## src/rtl/csc_dec_deadlock_watchdog_ctrl_if.sv

```systemverilog
// Report channel from the deadlock watchdog to the debug/status logic.
// The master drives the report, the slave returns ready.
interface csc_dec_deadlock_watchdog_ctrl_if #(
  parameter int N_MON = 4,
  parameter int CNT_W = 16
);
  logic             report_valid;
  logic             report_ready;
  logic [N_MON-1:0] report_mask;
  logic [4:0]       report_index;
  logic [CNT_W-1:0] report_cycles;

  modport master (
    output report_valid,
    output report_mask,
    output report_index,
    output report_cycles,
    input  report_ready
  );

  modport slave (
    input  report_valid,
    input  report_mask,
    input  report_index,
    input  report_cycles,
    output report_ready
  );
endinterface

```

## src/rtl/csc_dec_deadlock_watchdog_ctrl.sv

```systemverilog
// Deadlock watchdog for the csc_dec monitor tree: confirms a persistent stall,
// reports it once over a valid/ready channel and holds a sticky interrupt.
module csc_dec_deadlock_watchdog_ctrl #(
  parameter int N_MON = 4,
  parameter int CNT_W = 16
) (
  input  logic                  clock,
  input  logic                  reset,
  input  logic                  enable_i,
  input  logic [N_MON-1:0]      block_sigs_i,
  input  logic                  progress_i,
  input  logic [CNT_W-1:0]      timeout_cycles_i,
  input  logic                  irq_clear_i,
  csc_dec_deadlock_watchdog_ctrl_if.master report,
  output logic                  deadlock_irq_o,
  output logic [2:0]            state_o
);

  typedef enum logic [2:0] {
    IDLE    = 3'd0,
    WATCH   = 3'd1,
    CONFIRM = 3'd2,
    REPORT  = 3'd3,
    HOLD    = 3'd4
  } state_e;

  state_e           state_q;
  logic [N_MON-1:0] persistMask_q;
  logic [CNT_W-1:0] count_q;
  logic             reportValid_q;
  logic             irq_q;
  logic [N_MON-1:0] reportMask_q;
  logic [4:0]       reportIndex_q;
  logic [CNT_W-1:0] reportCycles_q;

  logic [N_MON-1:0] keptMask_d;
  logic [CNT_W-1:0] count_d;
  logic [CNT_W-1:0] timeoutEff;
  logic             stallBroken;

  function automatic logic [4:0] lowestIdx(input logic [N_MON-1:0] m);
    logic [4:0] idx;
    idx = '0;
    for (int i = N_MON - 1; i >= 0; i--) begin
      if (m[i]) idx = i[4:0];
    end
    return idx;
  endfunction

  // A zero timeout behaves as one cycle; the stall counter saturates instead of wrapping.
  assign keptMask_d  = persistMask_q & block_sigs_i;
  assign timeoutEff  = (timeout_cycles_i == '0) ? CNT_W'(1) : timeout_cycles_i;
  assign count_d     = (&count_q) ? count_q : count_q + CNT_W'(1);
  assign stallBroken = progress_i || !enable_i || (keptMask_d == '0);

  // The confirmation fires once the count already reached the window, so the
  // reported stall length equals the window and valid rises T+1 cycles after the first block.
  always_ff @(posedge clock) begin
    if (reset) begin
      state_q        <= IDLE;
      persistMask_q  <= '0;
      count_q        <= '0;
      reportValid_q  <= 1'b0;
      irq_q          <= 1'b0;
      reportMask_q   <= '0;
      reportIndex_q  <= '0;
      reportCycles_q <= '0;
    end else begin
      case (state_q)
        IDLE: begin
          if (enable_i) state_q <= WATCH;
        end
        WATCH: begin
          count_q <= '0;
          if (!enable_i) begin
            state_q <= IDLE;
          end else if ((|block_sigs_i) && !progress_i) begin
            persistMask_q <= block_sigs_i;
            count_q       <= CNT_W'(1);
            state_q       <= CONFIRM;
          end
        end
        CONFIRM: begin
          if (stallBroken) begin
            count_q       <= '0;
            persistMask_q <= '0;
            state_q       <= enable_i ? WATCH : IDLE;
          end else if (count_q >= timeoutEff) begin
            reportMask_q   <= keptMask_d;
            reportIndex_q  <= lowestIdx(keptMask_d);
            reportCycles_q <= count_q;
            reportValid_q  <= 1'b1;
            count_q        <= '0;
            persistMask_q  <= '0;
            state_q        <= REPORT;
          end else begin
            persistMask_q <= keptMask_d;
            count_q       <= count_d;
          end
        end
        REPORT: begin
          if (report.report_ready) begin
            reportValid_q <= 1'b0;
            irq_q         <= 1'b1;
            state_q       <= HOLD;
          end
        end
        HOLD: begin
          if (irq_clear_i) begin
            irq_q   <= 1'b0;
            state_q <= enable_i ? WATCH : IDLE;
          end
        end
        default: state_q <= IDLE;
      endcase
    end
  end

  assign report.report_valid  = reportValid_q;
  assign report.report_mask   = reportMask_q;
  assign report.report_index  = reportIndex_q;
  assign report.report_cycles = reportCycles_q;
  assign deadlock_irq_o       = irq_q;
  assign state_o              = state_q;

endmodule

```

## src/flat_wrapper.sv

```systemverilog
// flat-port wrapper written by rule: the top's interface ports become plain ports
module csc_dec_deadlock_watchdog_ctrl_flat 
#(
  parameter int N_MON = 4,
  parameter int CNT_W = 16
)
  (clock, reset, enable_i, block_sigs_i, progress_i, timeout_cycles_i, irq_clear_i, deadlock_irq_o, state_o, report_report_valid, report_report_mask, report_report_index, report_report_cycles, report_report_ready);
  csc_dec_deadlock_watchdog_ctrl_if #(.N_MON(N_MON), .CNT_W(CNT_W)) report_i ();
  input  logic clock;
  input  logic reset;
  input  logic enable_i;
  input  logic [N_MON-1:0] block_sigs_i;
  input  logic progress_i;
  input  logic [CNT_W-1:0] timeout_cycles_i;
  input  logic irq_clear_i;
  output logic deadlock_irq_o;
  output logic [2:0] state_o;
  output wire logic [$bits(report_i.report_valid)-1:0] report_report_valid;
  output wire logic [$bits(report_i.report_mask)-1:0] report_report_mask;
  output wire logic [$bits(report_i.report_index)-1:0] report_report_index;
  output wire logic [$bits(report_i.report_cycles)-1:0] report_report_cycles;
  input wire logic [$bits(report_i.report_ready)-1:0] report_report_ready;
  assign report_report_valid = report_i.report_valid;
  assign report_report_mask = report_i.report_mask;
  assign report_report_index = report_i.report_index;
  assign report_report_cycles = report_i.report_cycles;
  assign report_i.report_ready = report_report_ready;
  csc_dec_deadlock_watchdog_ctrl #(.N_MON(N_MON), .CNT_W(CNT_W)) u_core (.clock(clock), .reset(reset), .enable_i(enable_i), .block_sigs_i(block_sigs_i), .progress_i(progress_i), .timeout_cycles_i(timeout_cycles_i), .irq_clear_i(irq_clear_i), .report(report_i), .deadlock_irq_o(deadlock_irq_o), .state_o(state_o));
endmodule
```

## config.mk

```make
export PLATFORM = sky130hd
export DESIGN_NAME = csc_dec_deadlock_watchdog_ctrl_flat
export DESIGN_NICKNAME = d
export VERILOG_FILES = /design/src/rtl/csc_dec_deadlock_watchdog_ctrl_if.sv /design/src/rtl/csc_dec_deadlock_watchdog_ctrl.sv /design/src/flat_wrapper.sv
export SDC_FILE = /design/constraint.sdc
export NUM_CORES = 1
export LEC_CHECK = 0
export CAP_MARGIN = 10
export CORE_ASPECT_RATIO = 2
export CORE_UTILIZATION = 40
export CTS_BUF_LIST = sky130_fd_sc_hd__clkbuf_8
export DETAILED_ROUTE_END_ITERATION = 7
export GPL_TIMING_DRIVEN = 0
export PLACE_DENSITY_LB_ADDON = 0.15
export SETUP_SLACK_MARGIN = 0.3
export SYNTH_ARGS = -nofsm -noshare
export SYNTH_HDL_FRONTEND = slang
export SYNTH_SLANG_ARGS = --single-unit
```

## constraint.sdc

```tcl
create_clock -name clock -period 4.62 [get_ports clock]
set_clock_uncertainty 0.1 [all_clocks]
set_input_delay 0.462 -clock clock [delete_from_list [all_inputs] [get_ports clock]]
set_output_delay 0.462 -clock clock [all_outputs]
set_load 0.01 [all_outputs]
```

# Word-level counts from Yosys, hierarchy flattened
# Cells that the tools add are included.
dict set report word_totals {
  register_bits 50
  latchBits 0
  ramBits 0
  mem_bits_ro 0
  in_bits 26
  memories 0
}
dict set report classes {
  addsub 1
  mul 0
  div 0
  magnitude_cmp 1
  n_eq_ne 14
  n_shift 0
  n_mux 32
  bitwise 2
  reduce_logical 19
}
# operator n
set op_table {}
lappend op_table {{16-bit 2-to-1 mux} 5}
lappend op_table {{16-bit case mux with 2 select lines} 1}
lappend op_table {{3-bit 2-to-1 mux} 7}
lappend op_table {{16-bit by 1-bit adder with 16-bit output (second input constant)} 1}
lappend op_table {{16-bit >= comparator} 1}
lappend op_table {{16-bit logical NOT} 1}
lappend op_table {{4-bit 2-to-1 mux} 4}
lappend op_table {{16-bit AND reduction} 1}
lappend op_table {{3-bit case mux with 5 select lines} 1}
lappend op_table {{2-bit != test (second input constant)} 5}
lappend op_table {{3-bit AND reduction} 3}
lappend op_table {{2-bit 2-to-1 mux} 4}
lappend op_table {{4-bit case mux with 2 select lines} 1}
lappend op_table {{1-bit 2-to-1 mux} 7}
lappend op_table {{3-bit by 2-bit == test with 1-bit output (second input constant)} 2}
lappend op_table {{2-bit nonzero test} 3}
lappend op_table {{5-bit AND reduction} 1}
lappend op_table {{4-bit AND} 1}
lappend op_table {{4-bit logical NOT} 1}
lappend op_table {{2-bit by 1-bit != test with 1-bit output (second input constant)} 2}
lappend op_table {{4-bit by 3-bit != test with 1-bit output (second input constant)} 1}
lappend op_table {{1-bit case mux with 2 select lines} 2}
lappend op_table {{4-bit AND reduction} 1}
lappend op_table {{4-bit OR reduction} 1}
lappend op_table {{10 further kinds} 12}

# Depth between registers and ports, before layout
dict set report depth {
  depth_word 6
  depth_mapped 11
}

# Least setup slack after synthesis
# Ideal clock, no wire load.
dict set report synth_timing {
  kind {input to register}
  start {input timeout_cycles_i[9]}
  end {register u_core.count_q[2]}
  arrival_ns 2.679
  setup_slack_ns 1.766
  cell_stages 9
  n_path_buf 0
  cell_sequence {nor4_1 > a41o_1 > ha_1 > nand2b_1 > a2111o_1 > a32oi_2 > nand3_2 > or4_1 > a31oi_1}
}
dict set report synth_between {
  elab_chain_cells 6
  word_cells_on_any_way 8
}
# element line_no
set synth_rtl {}
lappend synth_rtl {{start, declared} flat_wrapper.sv:14} ;# input logic [CNT_W-1:0] timeout_cycles_i;
lappend synth_rtl {{16-bit logical NOT} csc_dec_deadlock_watchdog_ctrl.sv:52} ;# assign timeoutEff = (timeout_cycles_i == '0) ? CNT_W'(1) : timeout_cycles_i;
lappend synth_rtl {{16-bit 2-to-1 mux *} csc_dec_deadlock_watchdog_ctrl.sv:52}
lappend synth_rtl {{16-bit >= comparator *} csc_dec_deadlock_watchdog_ctrl.sv:88} ;# end else if (count_q >= timeoutEff) begin
lappend synth_rtl {{16-bit 2-to-1 mux} csc_dec_deadlock_watchdog_ctrl.sv:88}
lappend synth_rtl {{16-bit 2-to-1 mux} csc_dec_deadlock_watchdog_ctrl.sv:84} ;# if (stallBroken) begin
lappend synth_rtl {{16-bit case mux with 2 select lines} csc_dec_deadlock_watchdog_ctrl.sv:69} ;# case (state_q)
lappend synth_rtl {{end signal, assigned} csc_dec_deadlock_watchdog_ctrl.sv:98} ;# count_q <= count_d;
lappend synth_rtl {{end, declared} csc_dec_deadlock_watchdog_ctrl.sv:29} ;# logic [CNT_W-1:0] count_q;
# Every way passes the cells marked *; elsewhere a longest branch is shown, timed or not.
# A chain may end at the register's enable or synchronous reset.

# Final worst setup path
dict set report layout_timing {
  start {input timeout_cycles_i[5]}
  end {register u_core.count_q[8]}
}
# Same word-level chain as after synthesis.

==> impl_metrics.toml <==
[timing]
relSlewSlack_pct = 50.7
period_share_pct = 70.8
grt_setup_unrepaired = "false"
slew_violations = 0
worst_slew_pin_slew_ns = 0.739
setup_violations = 0
fmax_ghz = 0.306
period_needed_ns = 3.27
report.final.hold_viol_count = 0
setup_tns_ns = 0

[critical_path]
cp_max_fo = 10
path_delay_family = "compound AO/OA/AOI/OAI gates"
critPathKind = "in2reg"
path_cells = "clkdlybuf4s50_1 -> nor4_1 -> a41o_1 -> ha_1 -> nand2b_1 -> a2111o_1 -> a32oi_2 -> nand3_2 -> buf_6 -> or3_1 -> a31oi_1"
crit_buf_inv = 2
cp.arrival_ns = 3.41
cp_data_required_time_ns = 4.76
critPathLaunchType = "input port"
cp_slowest_cell = "a2111o_1"
max_stage_delay_ns = 0.44
worst_setup_path_end_kind = "flop"
r2r_slack_ns = 1.80

[job]
max-cap-violations = 0

[floorplan]
io_pins = 56
core-area_um2 = 6620
fp.dieW_um = 60.8
fp.dieH_um = 120
die_area_um2 = 7270
start_util_pct = 41.7
rows = 42

[grt]
grt_pass1_vias = 2495
grt_pass1_wl_um = 11700
grt_max_degree = 18
grt_usage_pct = 21.9
grt_use_met1_pct = 22.4
grt_use_met2_pct = 40.0
grtUsageMet3_pct = 2.59
grt_overflow = 0
antenna_found_initial = 0
top_usage_layer = "met2"

[clock_network]
hold_buffers = 0
cts_setup_buffers = 0
cts_max_level = 2
clock_path_buffers = 2
cts_resized = 0
cts.clk_slew.worst_paths_ns = 0.09
clk_latency_ns = 0.32
cts_tree = "done"
clockRootBuffer = "clkbuf_8"
cts_made_buffers = 5
clock-sinks = 47

[synthesis]
synthFlopType = "dfxtp_1"
synth_seq_area_share_pct = 34.0
netlist_top_cells_count = "dfxtp_1, nor2_1, inv_1"
synth_area_um2 = 2760
synth_area_leader_cell = "dfxtp_1"
synth.avg_cell_area_um2 = 8.64
synthArstFlopShare_pct = 0
yosysWarnings = 0
synth_top_area_share_pct = 34.0
synth.distinct_cells = 60
syn_inst = 320
synth_enable_flop_cells = 0
synth_area_leaders = "dfxtp_1, ha_1, mux2i_1, nor2_1, nand3_1"
synth.most_common_cell = "dfxtp_1"
ys_ff_latch = 47

[finish]
post-route-cell-area_um2 = 3490
syn_to_final_growth_pct = 26.2
drive_gt1_share_pct = 9.71
fillers = 680
nets = 423
antennaDiodeCount = 0
multi_input_comb_area_um2 = 1610
final-seq-area_um2 = 941

[routing]
drc_errors = 0
drtAntennaViolNets = 0
post_drt_wl_per_cell_um = 15.5
drt_iter0_drc = 166
firstDrtPassIters = 4
vias = 2560
routed_wirelength_um = 7250
viasPerCell = 5.46

[placement]
numPortBuffers = 51
hpwl_um = 5680
gp_congestion = 0.853
placed_cell_area_um2 = 3390

[worst_hold_path]
hold_class = "reg2reg"

[pwr]
leakagePower_nw = 1.26
powerDensity_nw_per_um2 = 282
vdd_ir_drop_max_mv = 0.161

[status]
outcome = "completed"
## stage by stage
stage	setup slack, ns	power, mW	hold WS, ns	utilization (%)	std cells
6_report	1.35	0.983	0.365	52.7	469
5_1_grt	1.15	1.03	0.398	52.7	469
4_1_cts	1.34	0.991	0.372	52.7	469
3_5_place_dp	1.00	0.719	0.358	51.2	461
3_3_place_gp	1.03	0.717	0.351	51.2	461
2_1_floorplan	1.77	0.620	0.366	-	322
## power breakdown
group	leakage (nW)	internal, mW	total [mW]	switching, mW
Combinational	0.832	0.115	0.261	0.146
Sequential	0.379	0.420	0.449	0.0285
Clock	0.0467	0.112	0.273	0.161
Total	1.26	0.648	0.983	0.335
## final timing paths
| kind | to | from | cells after the start |
|---|---|---|---|
| min reg2reg | u_core.deadlock_irq_o | u_core.deadlock_irq_o | 2 |
| max | u_core.count_q[8] | timeout_cycles_i[5] | 11 |
| max reg2reg | u_core.count_q[8] | u_core.count_q[0] | 9 |
| min | u_core.deadlock_irq_o | u_core.deadlock_irq_o | 2 |
## layout make-up
type	count	share of cell area (%)
clock inverter	3	0.789
tap	88	3.16
inverter	22	2.37
buffer	16	4.09
clock buffer	5	1.97
timing repair buffer	51	14.6
multi-input combinational	237	46.0
sequential	47	27.0
## tightest hold or removal path: cells and delay by family, from the launching register on
kind / cells / cell delay [ns]
DFF: 1 / 0.32
and+or+nand+nor: 1 / 0.05
AOI/OAI and AO/OA: 1 / 0.05
## sequential cells by signal, indices dropped and copies added (netlist names)
signal and flops:
u_core.count_q 16, u_core.report.report_cycles 16, u_core.persistMask_q 4, u_core.report.report_mask 4, u_core.state_o 3, u_core.report.report_index 2
u_core.deadlock_irq_o 1, u_core.report.report_valid 1
## metal layers
layer,up-vias,wire [um],share of wire (%)
met5,-,0,0
met4,0,274,3.8
met3,16,220,3.0
met2,63,4140,57
met1,1195,2610,36
li1,1286,-,-
## placed cells by master, fill, tap and decap left out, types with 5 or more instances in the layout
cell             instances
a21oi_1                 17
a22oi_1                  6
a31oi_1                  7
and3_1                   5
clkbuf_8                 9
clkdlybuf4s50_1         51
dfxtp_1                 47
ha_1                    17
inv_1                   22
mux2i_1                 17
nand2_1                 21
nand2b_1                 7
nand3_1                 19
nand4_1                  7
nor2_1                  28
nor3_1                  14
nor4_1                   5
o21ai_0                  6
## logic make-up after synthesis
family	Yosys count	share of synthesized area (%)
and+or+nand+nor	134	26.3
AOI/OAI and AO/OA	64	16.7
DFF	47	34.0
buffers and inverters	38	8.15
muxes	18	6.56
adders and majority gates	18	8.06
other	1	0.136
Note: power is estimated with default switching activity, not from simulation.
